===== src/rtl/boot_pkg.sv =====
// Shared definitions for both ends of the UART boot link: FSM states,
// 8N1 frame constants and the image checksum rule.
package boot_pkg;

  typedef enum logic [2:0] {
    S_IDLE, S_FETCH, S_LOAD, S_START, S_DATA, S_STOP, S_DONE, S_CKSUM
  } state_t;

  localparam logic START_BIT  = 1'b0;
  localparam logic STOP_BIT   = 1'b1;
  localparam int   DATA_BITS  = 8;
  localparam int   FRAME_BITS = DATA_BITS + 2;

  // Checksum byte makes image bytes plus checksum sum to zero mod 256.
  function automatic logic [7:0] cksum(input logic [7:0] sum);
    return 8'(~sum + 8'd1);
  endfunction

endpackage


===== src/rtl/boot_image_sender_if.sv =====
// Synchronous-read image memory port: read data is valid the cycle after mem_rd_en.
interface boot_image_sender_if #(
  parameter int ADDR_W = 8
) ();
  logic              mem_rd_en;
  logic [ADDR_W-1:0] mem_addr;
  logic [7:0]        mem_data;

  modport master (output mem_rd_en, mem_addr, input mem_data);
  modport slave  (input mem_rd_en, mem_addr, output mem_data);
endinterface


===== src/rtl/uart_tx_shift.sv =====
// 8N1 serializer: baud counter, bit counter and shift register behind a
// load/busy handshake. A load on the final stop-bit cycle chains frames gaplessly.
module uart_tx_shift
  import boot_pkg::*;
#(
  parameter int CLKS_PER_BIT = 16
) (
  input  logic       clk,
  input  logic       rst_n,
  input  logic       ce,
  input  logic       load,
  input  logic [7:0] data,
  output logic       tx,
  output logic       busy,
  output logic       tick,
  output logic [3:0] bit_idx
);

  localparam int                BAUD_W    = $clog2(CLKS_PER_BIT);
  localparam logic [BAUD_W-1:0] BAUD_LAST = BAUD_W'(CLKS_PER_BIT - 1);
  localparam logic [3:0]        STOP_IDX  = 4'(FRAME_BITS - 1);
  localparam logic [3:0]        LAST_DATA = 4'(DATA_BITS);

  logic [BAUD_W-1:0] baud;
  logic [7:0]        shift;

  // bit_idx: 0 start, 1..8 data, 9 stop; tick marks the last cycle of a bit
  assign tick = ce && busy && (baud == BAUD_LAST);

  always_ff @(posedge clk or negedge rst_n) begin
    if (!rst_n) begin
      tx      <= STOP_BIT;
      busy    <= 1'b0;
      baud    <= '0;
      bit_idx <= '0;
      shift   <= '0;
    end else if (ce) begin
      if (load) begin
        shift   <= data;
        tx      <= START_BIT;
        busy    <= 1'b1;
        baud    <= '0;
        bit_idx <= '0;
      end else if (busy) begin
        if (baud == BAUD_LAST) begin
          baud <= '0;
          if (bit_idx == STOP_IDX) begin
            busy <= 1'b0;
          end else begin
            bit_idx <= bit_idx + 4'd1;
            if (bit_idx == LAST_DATA) begin
              tx <= STOP_BIT;
            end else begin
              tx    <= shift[0];
              shift <= {1'b0, shift[7:1]};
            end
          end
        end else begin
          baud <= baud + BAUD_W'(1);
        end
      end
    end
  end

endmodule


===== src/rtl/boot_image_sender.sv =====
// UART boot image transmitter: fetches IMAGE_LEN bytes and sends them as 8N1 frames.
// Optional trailing checksum frame: define BOOT_IMAGE_SENDER_CHECKSUM_EN.
module boot_image_sender
  import boot_pkg::*;
#(
  parameter int CLKS_PER_BIT = 16,
  parameter int ADDR_W       = 8,
  parameter int IMAGE_LEN    = 256
) (
  input  logic                clk,
  input  logic                rst_n,
  input  logic                ce,
  input  logic                start,
  output logic                tx,
  output logic                busy,
  output logic                done,
  boot_image_sender_if.master mem
);

  // One extra counter bit so IMAGE_LEN == 2**ADDR_W needs no wrap.
  localparam int             CNT_W     = ADDR_W + 1;
  localparam logic [CNT_W-1:0] LAST_BYTE = CNT_W'(IMAGE_LEN - 1);

  state_t           state;
  logic [CNT_W-1:0] byte_cnt;
  logic             sh_busy;
  logic             tick;
  logic [3:0]       bit_idx;
  logic             load;
  logic [7:0]       load_data;
  logic             last_byte;
  logic             frame_end;

  assign last_byte = (byte_cnt == LAST_BYTE);
  assign frame_end = tick && (bit_idx == 4'(FRAME_BITS - 1));

`ifdef BOOT_IMAGE_SENDER_CHECKSUM_EN
  logic [7:0] sum;

  // Checksum frame is loaded on the last image stop-bit cycle, so it follows without a gap.
  always_comb begin
    load      = 1'b0;
    load_data = mem.mem_data;
    if (ce && state == S_LOAD && !sh_busy) begin
      load = 1'b1;
    end else if (state == S_STOP && frame_end && last_byte) begin
      load      = 1'b1;
      load_data = cksum(sum);
    end
  end

  always_ff @(posedge clk or negedge rst_n) begin
    if (!rst_n)                          sum <= '0;
    else if (ce && state == S_IDLE)      sum <= '0;
    else if (load && state == S_LOAD)    sum <= sum + mem.mem_data;
  end
`else
  assign load      = ce && state == S_LOAD && !sh_busy;
  assign load_data = mem.mem_data;
`endif

  uart_tx_shift #(
    .CLKS_PER_BIT(CLKS_PER_BIT)
  ) u_shift (
    .clk    (clk),
    .rst_n  (rst_n),
    .ce     (ce),
    .load   (load),
    .data   (load_data),
    .tx     (tx),
    .busy   (sh_busy),
    .tick   (tick),
    .bit_idx(bit_idx)
  );

  always_ff @(posedge clk or negedge rst_n) begin
    if (!rst_n) begin
      state         <= S_IDLE;
      byte_cnt      <= '0;
      busy          <= 1'b0;
      done          <= 1'b0;
      mem.mem_rd_en <= 1'b0;
      mem.mem_addr  <= '0;
    end else if (ce) begin
      case (state)
        S_IDLE: if (start) begin
          state         <= S_FETCH;
          byte_cnt      <= '0;
          busy          <= 1'b1;
          mem.mem_rd_en <= 1'b1;
          mem.mem_addr  <= '0;
        end
        S_FETCH: begin
          state         <= S_LOAD;
          mem.mem_rd_en <= 1'b0;
        end
        S_LOAD:  if (!sh_busy) state <= S_START;
        S_START: if (tick) state <= S_DATA;
        S_DATA:  if (tick && bit_idx == 4'(DATA_BITS)) state <= S_STOP;
        S_STOP: if (frame_end) begin
          if (!last_byte) begin
            byte_cnt      <= byte_cnt + CNT_W'(1);
            state         <= S_FETCH;
            mem.mem_rd_en <= 1'b1;
            mem.mem_addr  <= ADDR_W'(byte_cnt + CNT_W'(1));
          end else begin
`ifdef BOOT_IMAGE_SENDER_CHECKSUM_EN
            state <= S_CKSUM;
`else
            state <= S_DONE;
            busy  <= 1'b0;
            done  <= 1'b1;
`endif
          end
        end
        S_CKSUM: if (frame_end) begin
          state <= S_DONE;
          busy  <= 1'b0;
          done  <= 1'b1;
        end
        S_DONE: begin
          state <= S_IDLE;
          done  <= 1'b0;
        end
        default: state <= S_IDLE;
      endcase
    end
  end

endmodule


===== src/flat_wrapper.sv =====
// flat-port wrapper written by rule: the top's interface ports become plain ports
module boot_image_sender_flat import boot_pkg::*;
#(
  parameter int CLKS_PER_BIT = 16,
  parameter int ADDR_W       = 8,
  parameter int IMAGE_LEN    = 256
)
  (clk, rst_n, ce, start, tx, busy, done, mem_mem_rd_en, mem_mem_addr, mem_mem_data);
  boot_image_sender_if #(.ADDR_W(ADDR_W)) mem_i ();
  input  logic clk;
  input  logic rst_n;
  input  logic ce;
  input  logic start;
  output logic tx;
  output logic busy;
  output logic done;
  output wire logic [$bits(mem_i.mem_rd_en)-1:0] mem_mem_rd_en;
  output wire logic [$bits(mem_i.mem_addr)-1:0] mem_mem_addr;
  input wire logic [$bits(mem_i.mem_data)-1:0] mem_mem_data;
  assign mem_mem_rd_en = mem_i.mem_rd_en;
  assign mem_mem_addr = mem_i.mem_addr;
  assign mem_i.mem_data = mem_mem_data;
  boot_image_sender #(.CLKS_PER_BIT(CLKS_PER_BIT), .ADDR_W(ADDR_W), .IMAGE_LEN(IMAGE_LEN)) u_core (.clk(clk), .rst_n(rst_n), .ce(ce), .start(start), .tx(tx), .busy(busy), .done(done), .mem(mem_i));
endmodule

===== config.mk =====
export PLATFORM = sky130hd
export DESIGN_NAME = boot_image_sender_flat
export DESIGN_NICKNAME = d
export VERILOG_FILES = /design/src/rtl/boot_pkg.sv /design/src/rtl/boot_image_sender_if.sv /design/src/rtl/uart_tx_shift.sv /design/src/rtl/boot_image_sender.sv /design/src/flat_wrapper.sv
export SDC_FILE = /design/constraint.sdc
export NUM_CORES = 1
export LEC_CHECK = 0
export ABC_CLOCK_PERIOD_IN_PS = 7100
export CAP_MARGIN = 10
export CORE_MARGIN = 2
export CORE_UTILIZATION = 46
export CTS_CLUSTER_DIAMETER = 100
export DETAILED_ROUTE_END_ITERATION = 7
export DONT_BUFFER_PORTS = 1
export PLACE_DENSITY_LB_ADDON = 0.25
export SYNTH_ARGS = -nofsm -noshare
export SYNTH_HDL_FRONTEND = slang
export SYNTH_HIERARCHICAL = 1
export SYNTH_SLANG_ARGS = --single-unit

===== constraint.sdc =====
create_clock -name clk -period 7.1 [get_ports clk]
set_input_delay 1.42 -clock clk [delete_from_list [all_inputs] [get_ports clk]]
set_output_delay 1.42 -clock clk [all_outputs]
set_load 0.01 [all_outputs]

# Yosys cells after proc, flatten, opt, wreduce, memory -nomap -nowiden
# Index checks and enable logic that the tools add are counted.
dict set report totals {
  ff_bits 41
  romBits 0
  in_bits 12
  mem_bits_rw 0
  mem_count 0
  latch_bits 0
  out_inout_bits 12
}
dict set report op_classes {
  n_div 0
  shift 0
  n_eq_ne 21
  magnitude_cmp 0
  bitwise 0
  addsub 3
  muxes 49
  multipliers 0
  reduce_logical 22
}
# cell count
set ops {}
lappend ops {{8-bit two-way mux} 8}
lappend ops {{4-bit two-way mux} 7}
lappend ops {{9-bit two-way mux} 3}
lappend ops {{3-bit one-hot mux with 8 select lines} 1}
lappend ops {{3-bit two-way mux} 7}
lappend ops {{5-bit AND reduction} 4}
lappend ops {{1-bit two-way mux} 18}
lappend ops {{9-bit one-hot mux with 2 select lines} 1}
lappend ops {{8-bit one-hot mux with 2 select lines} 1}
lappend ops {{2-bit by 1-bit inequality test with 1-bit output, second input constant} 7}
lappend ops {{3-bit equality test, second input constant} 4}
lappend ops {{4-bit equality test, second input constant} 3}
lappend ops {{9-bit by 1-bit adder with 9-bit output, second input constant} 1}
lappend ops {{9-bit by 8-bit equality test with 1-bit output, second input constant} 1}
lappend ops {{1-bit one-hot mux with 3 select lines} 3}
lappend ops {{3-bit nonzero test} 3}
lappend ops {{4-bit by 1-bit adder with 4-bit output, second input constant} 2}
lappend ops {{7-bit AND reduction} 1}
lappend ops {{3-bit by 2-bit equality test with 1-bit output, second input constant} 2}
lappend ops {{1-bit logical AND} 6}
lappend ops {{2-bit inequality test, second input constant} 3}
lappend ops {{6-bit AND reduction} 1}
lappend ops {{2-bit nonzero test} 3}
lappend ops {{4-bit AND reduction} 1}
lappend ops {{4 further kinds} 4}

# Logic depth before layout (Yosys ltp)
# Gate-level depths: netlist of the first run.
dict set report logic_depth {
  word_depth 6
  mapped_depth 9
  depth_no_buf 8
}

# By module
# Netlist of the first run, hierarchy kept.
# module cells_each area_per_inst_um2 n_inst seq_area_each_um2
set by_module_without_submodules {}
lappend by_module_without_submodules {boot_image_sender 119 1066.0 1 375.4}
lappend by_module_without_submodules {uart_tx_shift 88 1046.0 1 451.7}

# Least setup slack after synthesis of the first run
# No wires, ideal clock.
dict set report synth_path {
  kind {input -> register}
  from {input ce}
  to {register u_core.u_shift.bit_idx[0]}
  stages 7
  t_arrival_ns 3.237
  path_slack_ns 3.738
  t_required_ns 6.975
  cell_sequence {clkbuf_1 -> nand2_1 -> nor4_1 -> and4bb_1 -> or3_1 -> buf_6 -> mux2_4}
}
dict set report synth_between {
  elab_chain_len 4
  elab_cells_between_ends 7
  classes_between {eq/ne (1); mux (1); reduce/logical (5)}
}
# item line
set synth_rtl {}
lappend synth_rtl {{from (decl)} flat_wrapper.sv:12} ;# input logic ce;
lappend synth_rtl {{1-bit logical AND * (2 in series)} boot_image_sender.sv:58} ;# assign load = ce && state == S_LOAD && !sh_busy;
lappend synth_rtl {{named net u_core.load} boot_image_sender.sv:29} ;# logic load;
lappend synth_rtl {{2-bit by 1-bit inequality test with 1-bit output (no line) / 2-bit nonzero test (equally long branches)} --}
lappend synth_rtl {{4-bit AND reduction (no line)} --}
lappend synth_rtl {{to (signal assigned)} uart_tx_shift.sv:50} ;# bit_idx <= bit_idx + 4'd1;
lappend synth_rtl {{to (decl)} uart_tx_shift.sv:16} ;# output logic [3:0] bit_idx
# Mark *: on every way through the listed nets, which the timed path passes. The rest lies on a longest branch.
# A chain may end at the register's enable or synchronous reset.

# Worst setup path after layout of the first run
dict set report layout_path {
  from {input ce}
  to {register u_core.mem.mem_addr[0]}
}
dict set report layout_between {
  elab_chain_len 5
}
# item line
set layout_rtl {}
lappend layout_rtl {{1-bit logical AND (2 in series)} uart_tx_shift.sv:28} ;# assign tick = ce && busy && (baud == BAUD_LAST);
lappend layout_rtl {{named net u_core.tick} boot_image_sender.sv:27} ;# logic tick;
lappend layout_rtl {{1-bit logical AND} boot_image_sender.sv:35} ;# assign frame_end = tick && (bit_idx == 4'(FRAME_BITS - 1));
lappend layout_rtl {{2-bit by 1-bit inequality test with 1-bit output (no line)} --}
lappend layout_rtl {{5-bit AND reduction (no line)} --}
lappend layout_rtl {{to (signal assigned)} boot_image_sender.sv:105} ;# mem.mem_addr <= ADDR_W'(byte_cnt + CNT_W'(1));
lappend layout_rtl {{to (decl)} boot_image_sender_if.sv:9} ;# modport master (output mem_rd_en, mem_addr, input mem_data);
# The timed path passes the listed nets, and every way through them passes these cells.

==> results of run 1 <==
[flip-flops by register name, summed over array words and instances (netlist names)]
name                    count
u_core/u_shift/shift        8
u_core/mem.mem_addr         7
u_core/u_shift/baud         4
u_core/u_shift/bit_idx      4
u_core/state                3
u_core/byte_cnt             2
u_core/busy                 1
u_core/done                 1
u_core/mem.mem_rd_en        1
u_core/u_shift/busy         1
u_core/u_shift/tx           1
[stage by stage]
stage	std cells	instance area, µm²	setup WS, ns
after floorplan	207	2110	3.74
final	247	2160	4.32
after CTS	247	2160	4.34
after global routing	247	2160	4.25
after detailed placement	239	2060	4.05
after global placement	239	2060	4.07
[cells by family (layout without fill, tap and decap cells)]
logic type      Yosys count  after routing  share of synthesized area, %
fa+ha+maj                 6              6                          3.55
buf+inv                  30             18                          8.00
flops                    33             33                          39.2
mux                      19             19                          10.5
compound gates           50             50                          17.7
simple gates             69             69                          21.1
[final timing paths]
kind / cells after the start / end / slack (ns) / start
worst min-delay path: 1 / u_core/byte_cnt[8]$_DFFE_PN0P_ / 0.49 / u_core/byte_cnt[8]$_DFFE_PN0P_
max in group asynchronous: 0 / u_core/u_shift/tx$_DFFE_PN1P_ / 6.11 / rst_n
worst min register to register: 1 / u_core/byte_cnt[8]$_DFFE_PN0P_ / 0.49 / u_core/byte_cnt[8]$_DFFE_PN0P_
worst max-delay path: 6 / u_core/mem.mem_addr[0]$_DFFE_PN0P_ / 4.32 / ce
worst max register to register: 7 / u_core/mem.mem_addr[0]$_DFFE_PN0P_ / 4.71 / u_core/u_shift/baud[0]$_DFFE_PN0P_
min in group asynchronous: 0 / u_core/busy$_DFFE_PN0P_ / 0.82 / rst_n
[power groups by stage]
stage	registers [mW]	clock network [mW]	logic, mW
final	0.337	0.155	0.199
after global routing	0.349	0.168	0.226
after CTS	0.335	0.161	0.200
after detailed placement	0.338	0	0.199
after global placement	0.336	0	0.191
after floorplan	0.286	0	0.221
[synth_stat cells (all sizes together) (5+ instances only)]
| master | n |
|---|---|
| a21oi | 5 |
| buf | 16 |
| clkbuf | 5 |
| dfrtp | 32 |
| ha | 6 |
| inv | 9 |
| mux2 | 16 |
| nand2 | 15 |
| nand3 | 10 |
| nor2 | 7 |
| nor3 | 5 |
| o21ai | 9 |
| o2bb2ai | 5 |
| o31ai | 8 |
[per-layer routing]
metal  wire (µm)  up-vias  share of wire, %
met3         170        6               4.1
li1            -      749                 -
met2        2030       27                49
met1        1870      763                45
met5           0        -                 0
met4          65        0               1.6
[cell type report]
| cell class | instances | share of cell area [%] |
|---|---|---|
| multi-input combinational | 144 | 52.0 |
| clock buffer | 7 | 4.47 |
| inverter | 9 | 1.57 |
| tap | 52 | 3.02 |
| timing repair buffer | 1 | 0.348 |
| sequential | 33 | 38.3 |
| clock inverter | 1 | 0.232 |
==> flow_metrics.tcl, run 1 <==
set metrics [dict create \
    cts_root_buf "clkbuf_8" \
    grt_start_max_net_pins 34 \
    required_ns 7.27 \
    drtIter0Drc 108 \
    whs_ns 0.494 \
    slowest_stage "a211o_1" \
    h-tree-depth 2 \
    crit_chain "nand2_1 -> nor2_1 -> and4bb_4 -> a41oi_2 -> a211o_1 -> mux2_4" \
    yosys.area.top_type "dfrtp_1" \
    worstHoldPathType "reg2reg" \
    cpPeakStageDelay_ns 0.38 \
    pwr-share-comb_pct 28.8 \
    ctsResizeCount 0 \
    row_count 24 \
    die_y_um 71.8 \
    syn2layout_area_growth_pct 2.13 \
    finalClockSkew_ns 0.00750 \
    grtUsageMet3_pct 5.06 \
    ant_nets 0 \
    ios 24 \
    clock.fmax_mhz 360 \
    drc_errors 0 \
    numCtsBuffers 5 \
    startpoint_type "input port" \
    routed_wirelength_um 4130 \
    port_buffers 0 \
    grt_first_pass_wirelength_um 7250 \
    regArea_um2 827 \
    post-route-period-util_pct 39.1 \
    setup_viol 0 \
    final_common_cell "dfrtp_1" \
    cts_hold_buf 0 \
    worst_pin_slew_ns 0.569 \
    clkSinkCount 33 \
    async_flop_share_pct 100 \
    yosysSeqAreaShare_pct 39.2 \
    cts_setup_buffers 0 \
    mostFrequentLayoutCells "dfrtp_1, nand2_1, nand3_1" \
    final_core_util_pct 49.2 \
    syn_avg_cell_area_um2 10.2 \
    syn_nets 225 \
    cp-end-kind "flop" \
    top_usage_layer "met2" \
    dieArea_mm2 0.00515 \
    insertion_delay_ns 0.29 \
    clk_path_buf_depth 2 \
    p_leak_nw 0.867 \
    fillers 411 \
    grt_pass1_vias 1583 \
    synth_cells 207 \
    synth_top_area_share_pct 37.9 \
    rsz0062_at_grt "no" \
    clk_pin_slew_worst_paths_ns 0.06 \
    core_area_mm2 0.00438 \
    ir_drop_v 0.000152 \
    p_int_mw 0.439 \
    antenna_found_initial 0 \
    multi_input_area_mm2 0.00112 \
    swShare_pct 36.5 \
    wire_per_inst_um 16.7 \
    crit_buf_inv 0 \
    crit_fanout 21 \
    total_power_mw 0.691 \
    maxSlewHeadroom_pct 62.1 \
    grt.met1_usage_pct 22.7 \
    finalSetupTns_ns 0 \
    nets 212 \
    fp.dieW_um 71.8 \
    first_pass_iters 4 \
    drive_above_1_share_pct 14.9 \
    vias 1545 \
    outcome "complete, no violations" \
    grtUsageTotal_pct 18.0 \
    viasPerCell 6.26 \
    setup.worst_path.class "in2reg" \
    p_switching_mw 0.252 \
    hpwlAfterDp_um 2960 \
    clkPwrFrac_pct 22.5 \
    grt_overflow 0 \
    ys.flop_type "dfrtp_1" \
    ys_ff_latch 33 \
    met2_usage_pct 28.8 \
    synth_enable_flop_cells 0 \
    ys_warn_count 6 \
    synthTopCellsByArea "dfrtp_1, buf_4, mux2_2" \
    cts_tree "yes" \
    pwr_density_cell_mw_per_mm2 320 \
    yosysUniqueCellTypes 57 \
    crit_family "simple AND/OR/NAND/NOR gates" \
    antennaDiodeCount 0 \
    hold_violations 0 \
    synth_area_mm2 0.00211 \
    start_util_pct 48.2 \
    pwr-share-seq_pct 48.7 \
    cp.arrival_ns 2.95 \
    min_period_ns 2.78 \
    slew_viol_final 0 \
    finalWeightedCongestion 0.807 \
    drv_cap 0 \
]
Power figures use the tool's default switching activity.
==> run 2: changes to the inputs <==
--- a/config.mk
+++ b/config.mk
@@ -5,7 +5,7 @@
 export SDC_FILE = /design/constraint.sdc
 export NUM_CORES = 1
 export LEC_CHECK = 0
-export ABC_CLOCK_PERIOD_IN_PS = 7100
+export ABC_CLOCK_PERIOD_IN_PS = 2900
 export CAP_MARGIN = 10
 export CORE_MARGIN = 2
 export CORE_UTILIZATION = 46
==> constraint.sdc (replaced) <==
create_clock -name clk -period 2.9 [get_ports clk]
set_input_delay 0.58 -clock clk [delete_from_list [all_inputs] [get_ports clk]]
set_output_delay 0.58 -clock clk [all_outputs]
set_load 0.01 [all_outputs]
==> flow_metrics.tcl, run 2 (synthesized netlist as in run 1, its figures left out) <==
set metrics [dict create \
    outcome "complete, no violations" \
    drc_errors 0 \
    finalSetupTns_ns 0 \
    start_util_pct 48.2 \
    regMostFlops "u_core/u_shift/shift" \
    drtIter0Drc 152 \
    drv_cap 0 \
    swShare_pct 36.6 \
    finalClockSkew_ns 0.00352 \
    setup_viol 0 \
    grt_pass1_vias 1512 \
    hold_violations 0 \
    first_pass_iters 4 \
    clock.fmax_mhz 433 \
    clkSinkCount 33 \
    ant_nets 0 \
    p_leak_nw 0.891 \
    row_count 24 \
    fp.dieW_um 71.8 \
    port_buffers 0 \
    dieArea_mm2 0.00515 \
    core_area_mm2 0.00438 \
    hpwlAfterDp_um 3000 \
    regArea_um2 827 \
    slew_viol_final 0 \
    finalWeightedCongestion 0.832 \
    nets 216 \
    clk_pin_slew_worst_paths_ns 0.07 \
    wire_per_inst_um 16.8 \
    startpoint_type "flop" \
    insertion_delay_ns 0.29 \
    largest_register_ffs 8 \
    cts_tree "yes" \
    mostFrequentLayoutCells "dfrtp_1, nand2_1, nand3_1" \
    fillers 404 \
    final_common_cell "dfrtp_1" \
    pwr-share-comb_pct 34.9 \
    clkPwrFrac_pct 21.9 \
    antennaDiodeCount 0 \
    ir_drop_v 0.000342 \
    numCtsBuffers 5 \
    required_ns 3.07 \
    cp.arrival_ns 2.48 \
    die_y_um 71.8 \
    pwr-share-seq_pct 43.2 \
    pwr_density_cell_mw_per_mm2 791 \
    drive_above_1_share_pct 16.6 \
    cts_root_buf "clkbuf_8" \
    grtUsageTotal_pct 18.3 \
    min_period_ns 2.31 \
    h-tree-depth 2 \
    setup.worst_path.class "reg2reg" \
    p_switching_mw 0.636 \
    routed_wirelength_um 4230 \
    grt_overflow 0 \
    p_int_mw 1.10 \
    largestRegisters "u_core/u_shift/shift x8, u_core/mem.mem_addr x7" \
    antenna_found_initial 0 \
    ios 24 \
    clk_path_buf_depth 2 \
    cp-end-kind "flop" \
    worstHoldPathType "in2async" \
    maxSlewHeadroom_pct 69.4 \
    multi_input_area_mm2 0.00112 \
    cts_setup_buffers 0 \
    worst_slack_ns 0.589 \
    grt_start_max_net_pins 33 \
    viasPerCell 6.29 \
    post-route-period-util_pct 79.7 \
    vias 1580 \
    syn2layout_area_growth_pct 4.15 \
    rsz0062_at_grt "no" \
    dp_slack_ns 0.626 \
    grt_first_pass_wirelength_um 7420 \
    cts_hold_buf 1 \
    worst_pin_slew_ns 0.459 \
    ctsResizeCount 0 \
    crit_fanout 5 \
]
run 2: per-stage QoR:
step / std cells / total power, mW / hold slack, ns / util [%] / cell area, µm²
after floorplan: 207 / 1.24 / 0.284 / - / 2110
after global placement: 242 / 1.32 / 0.285 / 47.4 / 2080
after detailed placement: 242 / 1.35 / 0.286 / 47.4 / 2080
after CTS: 251 / 1.75 / 0.117 / 50.2 / 2200
after global routing: 251 / 1.89 / 0.111 / 50.2 / 2200
final: 251 / 1.74 / 0.117 / 50.2 / 2200
run 2: cell type report:
type | count | share of cell area, %
Clock buffer | 7 | 4.38
Clock inverter | 1 | 0.228
Sequential cell | 33 | 37.6
Multi-Input combinational cell | 144 | 51.0
Inverter | 9 | 1.54
Timing Repair Buffer | 5 | 2.28
Tap cell | 52 | 2.96
run 2: path summary, 6_finish.rpt:
check	from	slack (ns)	depth (start not counted)	to
min in group clk	ce	0.44	1	u_core/state[0]$_DFFE_PN0P_
max reg2reg	u_core/u_shift/baud[0]$_DFFE_PN0P_	0.59	7	u_core/mem.mem_addr[0]$_DFFE_PN0P_
max	u_core/u_shift/baud[0]$_DFFE_PN0P_	0.59	7	u_core/mem.mem_addr[0]$_DFFE_PN0P_
max in group asynchronous	rst_n	2.62	1	u_core/u_shift/bit_idx[1]$_DFFE_PN0P_
min reg2reg	u_core/u_shift/shift[3]$_DFFE_PN0P_	0.50	1	u_core/u_shift/shift[3]$_DFFE_PN0P_
min	rst_n	0.12	1	u_core/byte_cnt[8]$_DFFE_PN0P_
run 2: metal layers:
metal	routed length, µm	part of all wire [%]	GRT usage [%]
met5	0	0	0
met1	1970	47	24.2
met3	212	5.0	5.20
met2	1970	47	28.8
met4	70	1.7	6.29
run 2: power groups by stage:
stage               Clock, mW  Combinational (mW)  Sequential, mW
finish                  0.381               0.607           0.751
global route            0.419               0.693           0.776
CTS                     0.395               0.607           0.750
detailed placement          0               0.593           0.759
global placement            0               0.566           0.751
floorplan                   0               0.542           0.699
run 2: worst max-delay path: stages (launching register included):
cell	delay, ns
dfrtp_1	0.40
ha_1	0.24
nand3_1	0.11
nor2_1	0.30
and4bb_4	0.33
a41oi_2	0.20
a211o_1	0.36
mux2_4	0.27
==> run 3: changes to the inputs <==
--- a/config.mk
+++ b/config.mk
@@ -5,7 +5,7 @@
 export SDC_FILE = /design/constraint.sdc
 export NUM_CORES = 1
 export LEC_CHECK = 0
-export ABC_CLOCK_PERIOD_IN_PS = 2900
+export ABC_CLOCK_PERIOD_IN_PS = 2029
 export CAP_MARGIN = 10
 export CORE_MARGIN = 2
 export CORE_UTILIZATION = 46
==> constraint.sdc (replaced) <==
create_clock -name clk -period 2.03 [get_ports clk]
set_input_delay 0.406 -clock clk [delete_from_list [all_inputs] [get_ports clk]]
set_output_delay 0.406 -clock clk [all_outputs]
set_load 0.01 [all_outputs]
==> flow_metrics.tcl, run 3 (synthesized netlist as in run 1, its figures left out) <==
set metrics [dict create \
    pwr_density_cell_mw_per_mm2 1040 \
    routed.top_layer "met4" \
    clkPwrFrac_pct 18.2 \
    dp_slack_ns 0.0172 \
    grt_start_max_net_pins 34 \
    largest_register_ffs 8 \
    cpPeakStageDelay_ns 0.59 \
    setup_viol 0 \
    r2r_end "u_core/u_shift/shift[5]$_DFFE_PN0P_" \
    die_y_um 71.8 \
    wire_per_inst_um 16.2 \
    route.met2.wl_um 2270 \
    r2r_slack_ns 0.08 \
    worstHoldPathType "in2reg" \
    hold_violations 0 \
    startpoint_type "flop" \
    drtIter0Drc 143 \
    drv_cap 0 \
    h-tree-depth 2 \
    ff2ff_path_depth 6 \
    ios 24 \
    clk_pin_slew_worst_paths_ns 0.07 \
    reg2reg_from "u_core/state[1]$_DFFE_PN0P_" \
    fp.dieW_um 71.8 \
    port_buffers 0 \
    grtUsageTotal_pct 19.1 \
    numCtsBuffers 5 \
    required_ns 2.19 \
    crit_fanout 8 \
    grt_pass1_vias 1681 \
    outcome "complete, no violations" \
    mostFrequentLayoutCells "buf_4, dfrtp_1, nand2_1" \
    maxSlewHeadroom_pct 77.2 \
    worst_slack_ns 0.0809 \
    finalClockSkew_ns 0.00418 \
    grt_overflow 0 \
    crit_chain "nand2_2 -> nor4_4 -> buf_4 -> or4bb_1 -> nand4b_4 -> mux2_1" \
    dpl-instance-area_mm2 0.00227 \
    largestRegisters "u_core/u_shift/shift x8, u_core/mem.mem_addr x7" \
    final_core_util_pct 56.3 \
    p_switching_mw 0.950 \
    worst_pin_slew_ns 0.338 \
    clk_path_buf_depth 2 \
    cts_root_buf "clkbuf_8" \
    dieArea_mm2 0.00515 \
    post-route-period-util_pct 96.0 \
    nets 245 \
    regMostFlops "u_core/u_shift/shift" \
    min_period_ns 1.95 \
    slew_viol_final 0 \
    first_pass_iters 4 \
    drc_errors 0 \
    hold_path_depth 1 \
    clkSinkCount 33 \
    viasPerCell 6.11 \
    insertion_delay_ns 0.28 \
    cp.arrival_ns 2.11 \
    clock.fmax_mhz 513 \
    grt_first_pass_wirelength_um 7780 \
    slowest_stage "or4bb_1" \
    drive_above_1_share_pct 30.7 \
    final_area_mm2 0.00247 \
    hpwlAfterDp_um 3220 \
    crit_buf_inv 1 \
    core_area_mm2 0.00438 \
    ant_nets 0 \
    hold_path_end "u_core/state[0]$_DFFE_PN0P_" \
    setup.worst_path.class "reg2reg" \
    ir_drop_v 0.000477 \
    wl_met1_um 1980 \
    antenna_found_initial 0 \
    row_count 24 \
    met3_wirelength_um 217 \
    p_int_mw 1.62 \
    p_leak_nw 1.03 \
    finalWeightedCongestion 0.861 \
    crit_family "simple AND/OR/NAND/NOR gates" \
    vias 1710 \
    swShare_pct 37.0 \
    cts_tree "yes" \
    pwr-share-comb_pct 42.1 \
    routed_wirelength_um 4540 \
    antennaDiodeCount 0 \
    start_util_pct 48.2 \
    hold_start "ce" \
    pwr-share-seq_pct 39.7 \
    syn2layout_area_growth_pct 16.9 \
    cp-end-kind "flop" \
]
run 3: cell count changes in the layout (fill, tap and decap cells not counted), sizes merged:
cell and delta:
clkbuf -1, clkinv +1, dlygate4sd3 +1, buf +28
run 3: power groups by stage:
| stage | clock (mW) | sequential (mW) | combinational [mW] |
|---|---|---|---|
| after floorplan | 0 | 1.01 | 0.837 |
| after global placement | 0 | 1.03 | 0.981 |
| after detailed placement | 0 | 1.03 | 1.02 |
| after CTS | 0.488 | 1.02 | 1.04 |
| after global routing | 0.515 | 1.05 | 1.20 |
| final | 0.467 | 1.02 | 1.08 |
run 3: worst max path at each step:
stage	start	to	slack (ns)	depth (start not counted)
finish	u_core/state[1]$_DFFE_PN0P_	u_core/u_shift/shift[5]$_DFFE_PN0P_	0.08	6
global route	u_core/u_shift/baud[1]$_DFFE_PN0P_	u_core/mem.mem_addr[2]$_DFFE_PN0P_	-0.01	8
CTS	u_core/u_shift/baud[1]$_DFFE_PN0P_	u_core/mem.mem_addr[0]$_DFFE_PN0P_	0.01	7
detailed placement	u_core/mem.mem_addr[0]$_DFFE_PN0P_	u_core/mem.mem_addr[3]$_DFFE_PN0P_	0.02	7
global placement	u_core/mem.mem_addr[0]$_DFFE_PN0P_	u_core/mem.mem_addr[3]$_DFFE_PN0P_	0.05	7
floorplan	u_core/state[0]$_DFFE_PN0P_	u_core/u_shift/bit_idx[0]$_DFFE_PN0P_	-0.07	7
run 3: layer usage:
layer / vias to the layer above / global-route usage, %
met5: - / 0
met4: 0 / 7.55
met3: 7 / 5.63
met2: 37 / 29.6
met1: 850 / 25.1
li1: 816 / -
run 3: timing repair:
action                     CTS  global route
gates resized for setup      3             9
hold endpoints to repair    33             0
hold buffers                 2             0
pin swaps                    1             6
setup endpoints to repair    1            15
setup buffers                0             4
run 3: through the flow:
stage          hold slack (ns)  cells  setup TNS (ns)  power [mW]
6_report                 0.264    280               0        2.57
5_1_grt                  0.250    280         -0.0101        2.76
4_1_cts                  0.252    276               0        2.55
3_5_place_dp             0.112    266               0        2.05
3_3_place_gp             0.112    266               0        2.01
2_1_floorplan            0.110    207         -0.0921        1.84
run 3: final cells by class:
| type | instances | area, µm² |
|---|---|---|
| inverter | 9 | 33.8 |
| clock inverter | 2 | 10.0 |
| clock buffer | 6 | 72.6 |
| sequential | 33 | 827 |
| multi-input combinational | 144 | 1190 |
| fill | 377 | 1910 |
| tap | 52 | 65.1 |
| timing repair buffer | 34 | 270 |
